File: src/rtl/glitch_filter_debounce_if.sv
// Interface bundle for the debounce filter: enable strobe and raw inputs in,
// debounced levels and edge events out.
interface glitch_filter_debounce_if #(
    parameter int NUMBER_OF_SIGNALS = 8
);
    logic                         iEna;
    logic [NUMBER_OF_SIGNALS-1:0] iSignal;
    logic [NUMBER_OF_SIGNALS-1:0] oFilterSignals;
    logic [NUMBER_OF_SIGNALS-1:0] oRise;
    logic [NUMBER_OF_SIGNALS-1:0] oFall;
    logic                         oChanged;

    modport master (
        output iEna,
        output iSignal,
        input  oFilterSignals,
        input  oRise,
        input  oFall,
        input  oChanged
    );

    modport slave (
        input  iEna,
        input  iSignal,
        output oFilterSignals,
        output oRise,
        output oFall,
        output oChanged
    );
endinterface

File: src/rtl/glitch_filter_debounce.sv
// Multi-channel debounce filter: per-channel synchroniser, stability-window
// counter and registered rise/fall event pulses.
module glitch_filter_debounce #(
    parameter int                           NUMBER_OF_SIGNALS = 8,
    parameter int                           FILTER_CYCLES     = 4,
    parameter int                           SYNC_STAGES       = 2,
    parameter logic [NUMBER_OF_SIGNALS-1:0] RST_VALUE         = '0
) (
    input  logic                     iClk,
    input  logic                     iARst,
    input  logic                     iSRst_n,
    glitch_filter_debounce_if.slave  bus
);
    localparam int CNT_W = $clog2(FILTER_CYCLES > 2 ? FILTER_CYCLES : 2);
    localparam logic [CNT_W-1:0] CNT_LAST = CNT_W'(FILTER_CYCLES - 1);

    logic [NUMBER_OF_SIGNALS-1:0] filt_all;
    logic [NUMBER_OF_SIGNALS-1:0] rise_all;
    logic [NUMBER_OF_SIGNALS-1:0] fall_all;
    logic [NUMBER_OF_SIGNALS-1:0] rise_next_all;
    logic [NUMBER_OF_SIGNALS-1:0] fall_next_all;
    logic                         changed_q;
    logic                         changed_d;

    generate
        for (genvar gi = 0; gi < NUMBER_OF_SIGNALS; gi++) begin : g_ch
            logic [SYNC_STAGES-1:0] sync_q;
            logic [SYNC_STAGES-1:0] sync_d;
            logic [CNT_W-1:0]       cnt_q;
            logic [CNT_W-1:0]       cnt_d;
            logic                   filt_q;
            logic                   filt_d;
            logic                   rise_q;
            logic                   rise_d;
            logic                   fall_q;
            logic                   fall_d;
            logic                   sync_bit;

            assign sync_bit = sync_q[SYNC_STAGES-1];

            always_comb begin
                sync_d = {sync_q[SYNC_STAGES-2:0], bus.iSignal[gi]};
                cnt_d  = cnt_q;
                filt_d = filt_q;
                rise_d = 1'b0;
                fall_d = 1'b0;
                if (!iSRst_n) begin
                    // Synchronous reset also flushes the synchroniser so a
                    // partially-seen level cannot leak into the next window.
                    sync_d = {SYNC_STAGES{RST_VALUE[gi]}};
                    cnt_d  = '0;
                    filt_d = RST_VALUE[gi];
                end else if (bus.iEna) begin
                    if (sync_bit == filt_q) begin
                        cnt_d = '0;
                    end else if (cnt_q == CNT_LAST) begin
                        cnt_d  = '0;
                        filt_d = sync_bit;
                        rise_d = sync_bit;
                        fall_d = ~sync_bit;
                    end else begin
                        cnt_d = cnt_q + CNT_W'(1);
                    end
                end
            end

            always_ff @(posedge iClk or posedge iARst) begin
                if (iARst) begin
                    sync_q <= {SYNC_STAGES{RST_VALUE[gi]}};
                    cnt_q  <= '0;
                    filt_q <= RST_VALUE[gi];
                    rise_q <= 1'b0;
                    fall_q <= 1'b0;
                end else begin
                    sync_q <= sync_d;
                    cnt_q  <= cnt_d;
                    filt_q <= filt_d;
                    rise_q <= rise_d;
                    fall_q <= fall_d;
                end
            end

            assign filt_all[gi]      = filt_q;
            assign rise_all[gi]      = rise_q;
            assign fall_all[gi]      = fall_q;
            assign rise_next_all[gi] = rise_d;
            assign fall_next_all[gi] = fall_d;
        end
    endgenerate

    // Built from the next-state pulses so oChanged lines up with oRise/oFall.
    assign changed_d = |(rise_next_all | fall_next_all);

    always_ff @(posedge iClk or posedge iARst) begin
        if (iARst) begin
            changed_q <= 1'b0;
        end else begin
            changed_q <= changed_d;
        end
    end

    assign bus.oFilterSignals = filt_all;
    assign bus.oRise          = rise_all;
    assign bus.oFall          = fall_all;
    assign bus.oChanged       = changed_q;
endmodule

File: src/flat_wrapper.sv
// flat-port wrapper written by rule: the top's interface ports become plain ports
module glitch_filter_debounce_flat 
#(
    parameter int                           NUMBER_OF_SIGNALS = 8,
    parameter int                           FILTER_CYCLES     = 4,
    parameter int                           SYNC_STAGES       = 2,
    parameter logic [NUMBER_OF_SIGNALS-1:0] RST_VALUE         = '0
)
  (iClk, iARst, iSRst_n, bus_iEna, bus_iSignal, bus_oFilterSignals, bus_oRise, bus_oFall, bus_oChanged);
  glitch_filter_debounce_if #(.NUMBER_OF_SIGNALS(NUMBER_OF_SIGNALS)) bus_i ();
  input  logic iClk;
  input  logic iARst;
  input  logic iSRst_n;
  input wire logic [$bits(bus_i.iEna)-1:0] bus_iEna;
  input wire logic [$bits(bus_i.iSignal)-1:0] bus_iSignal;
  output wire logic [$bits(bus_i.oFilterSignals)-1:0] bus_oFilterSignals;
  output wire logic [$bits(bus_i.oRise)-1:0] bus_oRise;
  output wire logic [$bits(bus_i.oFall)-1:0] bus_oFall;
  output wire logic [$bits(bus_i.oChanged)-1:0] bus_oChanged;
  assign bus_i.iEna = bus_iEna;
  assign bus_i.iSignal = bus_iSignal;
  assign bus_oFilterSignals = bus_i.oFilterSignals;
  assign bus_oRise = bus_i.oRise;
  assign bus_oFall = bus_i.oFall;
  assign bus_oChanged = bus_i.oChanged;
  glitch_filter_debounce #(.NUMBER_OF_SIGNALS(NUMBER_OF_SIGNALS), .FILTER_CYCLES(FILTER_CYCLES), .SYNC_STAGES(SYNC_STAGES), .RST_VALUE(RST_VALUE)) u_core (.iClk(iClk), .iARst(iARst), .iSRst_n(iSRst_n), .bus(bus_i));
endmodule
File: config.mk
export PLATFORM = sky130hd
export DESIGN_NAME = glitch_filter_debounce_flat
export DESIGN_NICKNAME = d
export VERILOG_FILES = /design/src/rtl/glitch_filter_debounce_if.sv /design/src/rtl/glitch_filter_debounce.sv /design/src/flat_wrapper.sv
export SDC_FILE = /design/constraint.sdc
export NUM_CORES = 1
export LEC_CHECK = 0
export CORE_UTILIZATION = 50
export CTS_BUF_LIST = sky130_fd_sc_hd__clkbuf_4
export DETAILED_ROUTE_END_ITERATION = 8
export DONT_BUFFER_PORTS = 1
export GPL_ROUTABILITY_DRIVEN = 0
export GPL_TIMING_DRIVEN = 1
export PLACE_DENSITY_LB_ADDON = 0.25
export SKIP_LAST_GASP = 1
export SYNTH_ARGS = -nofsm -noshare
export SYNTH_HDL_FRONTEND = slang
export SYNTH_SLANG_ARGS = --single-unit
File: constraint.sdc
create_clock -name iClk -period 1.7 [get_ports iClk]
set_input_delay 0.255 -clock iClk [delete_from_list [all_inputs] [get_ports iClk]]
set_output_delay 0.255 -clock iClk [all_outputs]
set_load 0.01 [all_outputs]
==> flow_summary.toml <==
[layout]
drive_above_1_share_pct = 8.407
layoutNonFillerInstCount = 296
final_common_cell = "dfrtp_1"
diodes = 0
syn_to_final_growth_pct = 4.852
nNetsFinal = 241
final_cell_mix = "dfrtp_1, nand2_1, and2_1, nor3b_1"

[yosys]
syn_nets = 251
synth_compound_area_share_pct = 6.042
avgSynthCellArea_sq_um = 11.39
synth_top_family_by_area = "simple AND/OR/NAND/NOR gates"
synth_top_area_cell = "dfrtp_1"
synthFlopType = "dfrtp_1"
yosys-top-cells-area = "dfrtp_1, buf_4, nor3b_1"
syn-instance-count = 231
synth_top_area_share_pct = 54.23
synth_fa_ha_area_share_pct = 3.806
synth-async-reset-ratio_pct = 100.0
synthMuxAreaShare_pct = 3.045
synthXorXnorAreaFrac_pct = 2.664
yosysSeqAreaShare_pct = 54.23
ys_warn_count = 0
synth_cell_type_count = 21
netlist_area_sq_um = 2630
synth_edf_count = 0
yosys.area_share.simple_pct = 21.36
synth.ff_latch_count = 57

[clocking]
cts_tree = "done"
cts_sinks = 57
clkLatencyLatePin_ns = 0.40
cts.clk_slew.worst_paths_ns = 0.10
clock_path_buffers = 2
cts_resized = 0
htreeDepth = 3
cts_setup_buffers = 0
cts_root_buf = "clkbuf_4"
hold_buffers = 11
numCtsBuffers = 9

[critical_path]
startpoint_type = "flip-flop"
crit_required_ns = 2.01
critical_path.cell_chain = "xor2_1 > a22oi_1 > a41oi_1"
cp_num_buf_inv = 0
cpMaxStageDelayCell = "dfrtp_1"
r2r_slack_ns = 0.44
worstPathArrival_ns = 1.57
path_class = "reg2reg"
critPathCaptureType = "flip-flop"
critPathMaxStageDelay_ns = 0.47
path_max_fanout = 5
crit_family = "flip-flops"

[timing]
fin_setup_tns_ns = 0
fin_crit_ns = 1.258
clock_skew_ns = 0.01190
finalSetupViolations = 0
fmax_mhz = 794.9
slew_headroom_pct = 74.25
slew_viol_final = 0
finalHoldViolations = 0
rsz0062_at_grt = "false"
tightest_slew_ns = 0.3863
fin_crit_sh_pct = 74.00

[pwr]
p_leak_uw = 0.001305
ir_drop_v = 0.0004562
power_density_nw_per_um2 = 885.6
power_uw = 2442

[floorplanning]
start_util_pct = 51.82
fp.dieW_um = 74.53
core-area_sq_um = 5075
io_pins = 37
die_y_um = 74.53
rows = 26
dieArea_sq_um = 5554

[route]
wl_um = 4287
postRouteAntennaNets = 0
drtIter0Drc = 77
drc = 0
firstDrtPassIters = 4
routed-via-count = 1528
wl_per_cell_um = 14.48
via_per_inst = 5.162

[global_routing]
antenna_found_initial = 0
grt_pass1_wl_um = 7334
grt.total_usage_pct = 18.36
grt_overflow = 0
grt_pass1_vias = 1585
grt_max_degree = 58

[outcome]
outcome = "completed"

[placement]
placed_cells = 269
dp_hpwl_um = 2610
port_buffers = 0

[worst_hold_path]
min_path_type = "in2reg"

[job]
cap_violations = 0
state kept, by name, indices dropped and copies added (netlist names):
name                 flops
u_core.g_ch.filt_q       8
u_core.bus.oChanged      1
u_core.g_ch.rise_q       8
u_core.g_ch.cnt_q       16
u_core.g_ch.fall_q       8
u_core.g_ch.sync_q      16
per-stage QoR:
step	util [%]	hold slack (ns)	worst slack, ns	instance area (sq um)
5_1_grt	54.34	0.008317	0.3505	2758
4_1_cts	54.34	0.001324	0.4237	2758
3_3_place_gp	49.43	0.2153	0.4657	2509
6_report	54.34	0.02780	0.4420	2758
3_5_place_dp	49.43	0.2223	0.4562	2509
2_1_floorplan	-	0.3892	0.04536	2630
synth_stat cells, types with 4 or more instances:
| cell type | count |
|---|---|
| a22oi_1 | 4 |
| nor2_1 | 5 |
| mux2i_1 | 8 |
| nand2_1 | 17 |
| dfrtp_1 | 57 |
| nor3b_1 | 16 |
| buf_4 | 26 |
| nand2b_1 | 13 |
| and2_1 | 17 |
| clkbuf_1 | 6 |
| nand3_1 | 13 |
| ha_1 | 8 |
| nor2b_1 | 11 |
| a21boi_1 | 6 |
| xor2_1 | 8 |
| a21boi_0 | 7 |
layer usage:
metal,GRT usage [%],vias to the layer above,wire length (um)
li1,-,725,-
met4,11.32,0,103
met1,21.53,764,1854
met3,5.827,9,170
met5,0,-,0
met2,29.33,30,2159
final cells by class:
cell class,count,area (sq um)
fillers,453,2317
flip-flops and latches,57,1426
multi-input cells,140,970.9
repair buffers,12,140.1
well taps,70,87.58
clock buffers,11,82.58
clock inverters,5,46.29
inverters,1,3.754
path summary, 6_finish.rpt:
kind / startpoint / end / cells after the start
hold / removal: bus_iEna / u_core.g_ch[1].cnt_q[1] / 2
setup / recovery: u_core.g_ch[3].filt_q / u_core.bus.oChanged / 3
setup reg to reg: u_core.g_ch[3].filt_q / u_core.bus.oChanged / 3
min in group asynchronous: iARst / u_core.g_ch[7].sync_q[0] / 3
hold reg to reg: u_core.g_ch[7].sync_q[0] / u_core.g_ch[7].sync_q[1] / 1
max in group asynchronous: iARst / u_core.g_ch[7].rise_q / 3
cells by family after synthesis:
kind of cell / after synthesis
DFF: 57
xor gates and xnor gates: 8
AOI/OAI and AO/OA: 21
buffers and inverters: 34
muxes: 8
adders and majority gates: 8
and+or+nand+nor: 95
report_power, final:
part / internal, uW / switching (uW) / leakage (uW)
Combinational: 58.0 / 62.2 / 0.000449
Sequential: 1380 / 14.7 / 0.000782
Clock: 466 / 466 / 0.0000734
Note: power is estimated with default switching activity, not from simulation.
